===== config.mk =====
export PLATFORM = sky130hd
export DESIGN_NAME = req_pending_latch_flat
export DESIGN_NICKNAME = d
export VERILOG_FILES = /design/src/rtl/req_pending_if.sv /design/src/rtl/req_pending_latch.sv /design/src/flat_wrapper.sv
export SDC_FILE = /design/constraint.sdc
export NUM_CORES = 1
export LEC_CHECK = 0
export CORE_ASPECT_RATIO = 0.8
export CORE_UTILIZATION = 50
export CTS_CLUSTER_DIAMETER = 40
export CTS_CLUSTER_SIZE = 28
export DETAILED_ROUTE_END_ITERATION = 12
export GPL_ROUTABILITY_DRIVEN = 0
export PLACE_DENSITY_LB_ADDON = 0.1
export SKIP_CTS_REPAIR_TIMING = 1
export SLEW_MARGIN = 20
export SYNTH_ARGS = -nofsm -noshare
export SYNTH_HDL_FRONTEND = slang
export SYNTH_SLANG_ARGS = --single-unit

===== constraint.sdc =====
create_clock -name clk -period 8.95 [get_ports clk]
set_input_delay 2.685 -clock clk [delete_from_list [all_inputs] [get_ports clk]]
set_output_delay 2.685 -clock clk [all_outputs]
set_load 0.05 [all_outputs]

===== src/rtl/req_pending_if.sv =====
// Request/pending/grant bundle between the pending latch, its priority encoder and the grant consumer.
interface req_pending_if #(
  parameter int unsigned N = 3
);
  localparam int unsigned W = 1 << N;

  logic [W-1:0] req;
  logic [W-1:0] pend;
  logic [N-1:0] enc_idx;
  logic         grant_valid;
  logic         grant_ready;
  logic [N-1:0] grant_idx;

  modport master (
    input  req,
    input  enc_idx,
    input  grant_ready,
    output pend,
    output grant_valid,
    output grant_idx
  );

  modport slave (
    output req,
    output enc_idx,
    output grant_ready,
    input  pend,
    input  grant_valid,
    input  grant_idx
  );
endinterface


===== src/rtl/req_pending_latch.sv =====
// Sticky request capture ahead of an external MSB-first priority encoder; issues the encoded
// index as a valid/ready grant, clears the granted bit and counts requests lost to overrun.
module req_pending_latch #(
  parameter int unsigned N     = 3,
  parameter int unsigned OVR_W = 8
) (
  input  logic             clk,
  input  logic             rst_n,
  req_pending_if.master    bus,
  output logic [OVR_W-1:0] overrun_cnt_o
);
  localparam int unsigned W     = 1 << N;
  localparam int unsigned CNT_W = N + 1;
  localparam int unsigned SUM_W = OVR_W + CNT_W;
  localparam logic [OVR_W-1:0] OVR_MAX = {OVR_W{1'b1}};

  logic [W-1:0]     pend_q, pend_d;
  logic             gvalid_q, gvalid_d;
  logic [N-1:0]     gidx_q, gidx_d;
  logic [OVR_W-1:0] ovr_q, ovr_d;

  logic             slot_free;
  logic             load;
  logic [W-1:0]     clr_mask;
  logic [W-1:0]     lost;
  logic [CNT_W-1:0] lost_cnt;
  logic [SUM_W-1:0] ovr_sum;

  // Grant path, pending update and saturating overrun accumulation
  always_comb begin
    slot_free = 1'b0;
    load      = 1'b0;
    clr_mask  = '0;
    lost      = '0;
    lost_cnt  = '0;
    ovr_sum   = '0;
    pend_d    = pend_q;
    gvalid_d  = gvalid_q;
    gidx_d    = gidx_q;
    ovr_d     = ovr_q;

    slot_free = !gvalid_q || bus.grant_ready;
    // enc_idx is meaningless for an empty vector, so gate on our own OR-reduce
    load      = slot_free && (|pend_q);
    if (load) begin
      clr_mask = W'(1) << bus.enc_idx;
    end

    // A request landing on the bit being granted re-arms it rather than being lost
    pend_d = (pend_q & ~clr_mask) | bus.req;
    lost   = bus.req & pend_q & ~clr_mask;

    for (int unsigned i = 0; i < W; i++) begin
      lost_cnt = lost_cnt + CNT_W'(lost[i]);
    end
    ovr_sum = SUM_W'(ovr_q) + SUM_W'(lost_cnt);
    ovr_d   = (ovr_sum > SUM_W'(OVR_MAX)) ? OVR_MAX : OVR_W'(ovr_sum);

    if (slot_free) begin
      gvalid_d = load;
      if (load) begin
        gidx_d = bus.enc_idx;
      end
    end
  end

  always_ff @(posedge clk or negedge rst_n) begin
    if (!rst_n) begin
      pend_q   <= '0;
      gvalid_q <= 1'b0;
      gidx_q   <= '0;
      ovr_q    <= '0;
    end else begin
      pend_q   <= pend_d;
      gvalid_q <= gvalid_d;
      gidx_q   <= gidx_d;
      ovr_q    <= ovr_d;
    end
  end

  assign bus.pend        = pend_q;
  assign bus.grant_valid = gvalid_q;
  assign bus.grant_idx   = gidx_q;
  assign overrun_cnt_o   = ovr_q;
endmodule


===== src/flat_wrapper.sv =====
// flat-port wrapper written by rule: the top's interface ports become plain ports
module req_pending_latch_flat 
#(
  parameter int unsigned N     = 3,
  parameter int unsigned OVR_W = 8
)
  (clk, rst_n, overrun_cnt_o, bus_req, bus_enc_idx, bus_grant_ready, bus_pend, bus_grant_valid, bus_grant_idx);
  req_pending_if #(.N(N)) bus_i ();
  input  logic clk;
  input  logic rst_n;
  output logic [OVR_W-1:0] overrun_cnt_o;
  input wire logic [$bits(bus_i.req)-1:0] bus_req;
  input wire logic [$bits(bus_i.enc_idx)-1:0] bus_enc_idx;
  input wire logic [$bits(bus_i.grant_ready)-1:0] bus_grant_ready;
  output wire logic [$bits(bus_i.pend)-1:0] bus_pend;
  output wire logic [$bits(bus_i.grant_valid)-1:0] bus_grant_valid;
  output wire logic [$bits(bus_i.grant_idx)-1:0] bus_grant_idx;
  assign bus_i.req = bus_req;
  assign bus_i.enc_idx = bus_enc_idx;
  assign bus_i.grant_ready = bus_grant_ready;
  assign bus_pend = bus_i.pend;
  assign bus_grant_valid = bus_i.grant_valid;
  assign bus_grant_idx = bus_i.grant_idx;
  req_pending_latch #(.N(N), .OVR_W(OVR_W)) u_core (.clk(clk), .rst_n(rst_n), .bus(bus_i), .overrun_cnt_o(overrun_cnt_o));
endmodule

==> flow_metrics.env, run 1 <==
export IMPL_final_antenna_net_count=0
export IMPL_diodes=0
export IMPL_core_sq_um=2230
export IMPL_status="finished with violations"
export IMPL_finalWirelength_um=2790
export IMPL_viasPerCell=5.67
export IMPL_crit_fanout=13
export IMPL_grt_pass1_wl_um=4330
export IMPL_nets=180
export IMPL_ys_seq_area_share_pct=40.9
export IMPL_numPortBuffers=33
export IMPL_grt_pass1_vias=956
export IMPL_syn_inst=117
export IMPL_arrival_ps=7650
export IMPL_setup_tns_ps=0
export IMPL_die_h_um=46.2
export IMPL_hp_start="u_core.bus.grant_idx[1]"
export IMPL_end_kind="register"
export IMPL_clkLatencyLatePin_ps=300
export IMPL_final_util_pct=72.3
export IMPL_dieArea_sq_um=2650
export IMPL_r2r_end="u_core.overrun_cnt_o[7]"
export IMPL_finalPower_uw=480
export IMPL_syn_nets=143
export IMPL_fp_row_count=15
export IMPL_power_leakage_uw=0.000670
export IMPL_dpl_hpwl_um=2130
export IMPL_drv_slew=0
export IMPL_period_share_pct=83.4
export IMPL_first_pass_iters=8
export IMPL_layout_commonest_cell="clkdlybuf4s50_1"
export IMPL_clockBufferDepth=2
export IMPL_synth_edff_count=0
export IMPL_hold_depth=1
export IMPL_worst_pin_slew_ps=942
export IMPL_syn_to_final_growth_pct=31.9
export IMPL_setup_violations=0
export IMPL_start_util_pct=54.8
export IMPL_required_ps=9130
export IMPL_vdd_drop_max_mv=0.276
export IMPL_grt_setup_unrepaired="no"
export IMPL_root_buffer="clkbuf_4"
export IMPL_relSlewSlack_pct=37.0
export IMPL_p_per_area_nw_per_um2=298
export IMPL_dp_cells=174
export IMPL_path_class="primary input to register"
export IMPL_fin_crit_ps=7460
export IMPL_ios=34
export IMPL_synth_cell_type_count=33
export IMPL_vias=1009
export IMPL_cts_tree="done"
export IMPL_hold_violations=0
export IMPL_drc_errors=2
export IMPL_yosysWarnings=0
export IMPL_drv_cap=0
export IMPL_mostFrequentLayoutCells="clkdlybuf4s50_1, dfrtp_1, nand3_1, nor2_1, nand2_1"
export IMPL_wire_per_inst_um=15.7
export IMPL_htree_num_levels=1
export IMPL_grt_max_degree=21
export IMPL_cts_made_buffers=3
export IMPL_drive_gt1_share_pct=9.15
export IMPL_yosys_register_bits=20
export IMPL_r2r_setup_slack_ps=3820
export IMPL_cp_start_kind="primary input"
export IMPL_cts_sinks=20
export IMPL_fmax_mhz=134
export IMPL_avgSynthCellArea_sq_um=10.5
export IMPL_netlist_area_sq_um=1220
export IMPL_async_flop_share_pct=100
export IMPL_fill_cells=166
export IMPL_violations="design-rule violations"
export IMPL_drt_iter0_drc=24
export IMPL_die_x_um=57.3
export IMPL_ys_flop_type="dfrtp_1"
export IMPL_track_usage_pct=22.4
export IMPL_antenna_found_initial=0
export IMPL_hold_end="u_core.bus.grant_idx[1]"
export IMPL_overflow=0
export IMPL_rr_worst_depth=19
export IMPL_finalNonFillerCells=178
export IMPL_fin_skew_ps=7.17
export IMPL_reg2reg_from="u_core.bus.pend[7]"
export IMPL_path_clk_slew_ps=120
export IMPL_min_path_type="register to register"
worst max-delay path by stage:
stage / startpoint / to / slack (ps) / depth (start not counted)
after CTS: bus_grant_ready / u_core.overrun_cnt_o[7] / 1550 / 20
after global placement: bus_grant_ready / u_core.overrun_cnt_o[7] / 1380 / 20
after floorplan: bus_grant_ready / u_core.overrun_cnt_o[7] / 1980 / 19
after global routing: bus_grant_ready / u_core.overrun_cnt_o[7] / 1230 / 20
after detailed placement: bus_grant_ready / u_core.overrun_cnt_o[7] / 1250 / 20
final: bus_grant_ready / u_core.overrun_cnt_o[7] / 1490 / 20
synth_stat cells (4+ instances only):
cell type  count  area share (%)
and3_1         4             2.0
nor3_1         4             1.6
a21oi_1        4             1.6
ha_1           7             7.2
dfrtp_1       20              41
a21o_1         7             4.3
nor2_1         8             2.5
nand3_1        9             3.7
inv_1          7             2.1
nand2_1        8             2.5
fa_1           5             8.2
flip-flops by register name (all words and copies together), names as in the netlist:
name                    cells
u_core.bus.pend             8
u_core.overrun_cnt_o        8
u_core.bus.grant_idx        3
u_core.bus.grant_valid      1
worst max-delay path, stage by stage:
cell and delay, ps:
clkdlybuf4s50_1 450, nand2b_1 110, a21boi_2 150, buf_4 210
nand3b_1 120, and3_1 200, ha_1 280, inv_1 60
fa_1 520, inv_1 50, fa_1 560, fa_1 200
inv_1 60, fa_1 470, inv_1 60, fa_1 430
a211oi_1 520, nor2_1 180, nor3_1 220, a211oi_1 100
power breakdown:
part           switching [uW]  internal, uW
logic                     174           116
registers                24.8           113
clock network            28.2          24.8
logic make-up (layout without fill, tap and decap cells):
group           count (synthesis)  in the layout  synth area share [%]
simple gates                   47             47                  21.0
compound gates                 22             22                  12.7
flops                          20             20                  40.9
fa+ha+maj                      12             12                  15.3
buf+inv                         9             45                  3.37
mux                             4              4                  4.60
xor+xnor                        3              3                  2.15
per-layer routing:
layer | routed length [um] | track usage (%) | part of all wire [%] | vias up
met5 | 0 | 0 | 0 | -
met4 | 45 | 5.85 | 1.6 | 0
met3 | 150 | 7.02 | 5.4 | 6
met2 | 1250 | 38.1 | 45 | 34
met1 | 1340 | 28.3 | 48 | 476
li1 | - | - | - | 493
cell type report:
class / count / area [sq um] / area share (%)
Timing Repair Buffer: 34 / 338 / 20.9
Multi-Input combinational cell: 88 / 682 / 42.2
Tap cell: 25 / 31.3 / 1.94
Clock buffer: 4 / 36.3 / 2.25
Sequential cell: 20 / 500 / 31.0
Inverter: 7 / 26.3 / 1.63
stage by stage:
step	worst slack (ps)	instance area [sq um]	hold WS, ps
after floorplan	1980	1220	813
after global placement	1380	1580	492
after detailed placement	1250	1580	498
after CTS	1550	1610	530
after global routing	1230	1610	541
final	1490	1610	524
No activity file was read; power rests on OpenSTA's default activity.
==> inputs of run 2 (changes only) <==
- CORE_UTILIZATION: 50 -> 47
- clock period: 8.95 -> 7.45 ns (I/O delays scaled with it)
==> run 2 against run 1 <==
Compared with the run above: register-to-register slack got worse by 1400 ps; setup slack got worse by 970 ps; combinational power grew 18%; wire length decreased by 3.3%; global-route usage down 0.74 points; the flow now finishes without violations; critical endpoint unchanged; power increased by 17%; critical path type unchanged; count of clock-buffer cells in the layout shrank 1; final cell count grew 5.6%; largest power group unchanged.
==> flow_metrics.env, run 2 (same netlist as run 1, synthesis figures left out) <==
export IMPL_status="completed"
export IMPL_first_pass_iters=4
export IMPL_setup_tns_ps=0
export IMPL_hold_depth=1
export IMPL_drv_cap=0
export IMPL_hold_violations=0
export IMPL_clockBufferDepth=2
export IMPL_grt_max_degree=21
export IMPL_period_share_pct=93.0
export IMPL_p_per_area_nw_per_um2=347
export IMPL_viasPerCell=5.40
export IMPL_fmax_mhz=144
export IMPL_drive_gt1_share_pct=8.55
export IMPL_regArea_sq_um=500
export IMPL_hold_end="u_core.bus.grant_idx[1]"
export IMPL_nets=180
export IMPL_grt_pass1_vias=943
export IMPL_relSlewSlack_pct=39.2
export IMPL_cts_made_buffers=3
export IMPL_path_clk_slew_ps=110
export IMPL_die_x_um=59.0
export IMPL_finalWirelength_um=2700
export IMPL_fill_cells=211
export IMPL_fin_crit_ps=6930
export IMPL_syn_to_final_growth_pct=31.9
export IMPL_root_buffer="clkbuf_4"
export IMPL_mostFrequentLayoutCells="clkdlybuf4s50_1, dfrtp_1, nand3_1, nor2_1, nand2_1"
export IMPL_finalPower_uw=561
export IMPL_reg2reg_from="u_core.bus.pend[7]"
export IMPL_drt_iter0_drc=28
export IMPL_vdd_drop_max_mv=0.304
export IMPL_min_path_type="register to register"
export IMPL_hp_start="u_core.bus.grant_idx[1]"
export IMPL_numPortBuffers=33
export IMPL_final_antenna_net_count=0
export IMPL_diodes=0
export IMPL_r2r_end="u_core.overrun_cnt_o[7]"
export IMPL_grt_pass1_wl_um=4310
export IMPL_die_h_um=47.6
export IMPL_start_util_pct=49.7
export IMPL_overflow=0
export IMPL_antenna_found_initial=0
export IMPL_finalNonFillerCells=188
export IMPL_post_dp_cell_area_sq_um=1590
export IMPL_core_sq_um=2460
export IMPL_dp_cells=185
export IMPL_cts_sinks=20
export IMPL_wire_per_inst_um=14.3
export IMPL_fin_skew_ps=2.02
export IMPL_clkLatencyLatePin_ps=310
export IMPL_cp_start_kind="primary input"
export IMPL_multi_input_area_sq_um=682
export IMPL_r2r_setup_slack_ps=2400
export IMPL_layout_commonest_cell="clkdlybuf4s50_1"
export IMPL_crit_fanout=7
export IMPL_power_leakage_uw=0.000663
export IMPL_dieArea_sq_um=2810
export IMPL_dpl_hpwl_um=2110
export IMPL_cts_tree="done"
export IMPL_track_usage_pct=21.7
export IMPL_drv_slew=0
export IMPL_grt_setup_unrepaired="no"
export IMPL_worst_pin_slew_ps=909
export IMPL_drc_errors=0
export IMPL_rr_worst_depth=18
export IMPL_htree_num_levels=1
export IMPL_end_kind="register"
export IMPL_arrival_ps=7120
export IMPL_setup_violations=0
export IMPL_vias=1015
export IMPL_fp_row_count=16
export IMPL_required_ps=7640
export IMPL_path_class="primary input to register"
export IMPL_ios=34
export IMPL_design_area_sq_um=1610
[run 2: changes by cell type in the layout (fill, tap and decap cells not counted), sizes merged]
| cell | delta |
|---|---|
| clkbuf | -1 |
[run 2: cell type report]
cell class,count,area share [%]
Timing Repair Buffer,34,20.9
Sequential cell,20,31.0
Multi-Input combinational cell,88,42.2
Inverter,7,1.63
Clock buffer,3,1.40
Tap cell,36,2.79
[run 2: worst max path at each step]
stage / startpoint / to / slack, ps / cells after the start
floorplan: bus_grant_ready / u_core.overrun_cnt_o[7] / 930 / 19
global placement: bus_enc_idx[0] / u_core.overrun_cnt_o[7] / 410 / 18
detailed placement: bus_enc_idx[0] / u_core.overrun_cnt_o[7] / 180 / 18
CTS: bus_enc_idx[0] / u_core.overrun_cnt_o[7] / 490 / 18
global route: bus_enc_idx[0] / u_core.overrun_cnt_o[7] / 220 / 18
finish: bus_enc_idx[0] / u_core.overrun_cnt_o[7] / 520 / 18
[run 2: worst max-delay path, stage by stage]
cell	delay, ps
clkdlybuf4s50_1	610
nor2b_1	210
nand3b_1	120
and3_1	210
ha_1	280
inv_1	50
fa_1	550
inv_1	60
fa_1	570
fa_1	190
inv_1	50
fa_1	480
inv_1	60
fa_1	430
a211oi_1	500
nor2_1	170
nor3_1	230
a211oi_1	100
[run 2: routing by layer]
metal	part of all wire (%)	vias up	track usage, %
li1	-	489	-
met1	49	479	29.5
met2	44	40	33.9
met3	5.6	7	6.49
met4	1.7	0	7.14
met5	0	-	0
[run 2: stage by stage]
stage	hold WS, ps	utilization, %	setup slack [ps]
3_5_place_dp	504	64.6	181
5_1_grt	556	65.5	216
6_report	524	65.5	518
3_3_place_gp	491	64.6	412
2_1_floorplan	813	-	934
4_1_cts	527	65.5	493
[run 2: power breakdown]
part	switching, uW	total, uW	internal (uW)
registers	28.9	165	136
logic	205	343	139
clock network	33.5	52.5	18.9
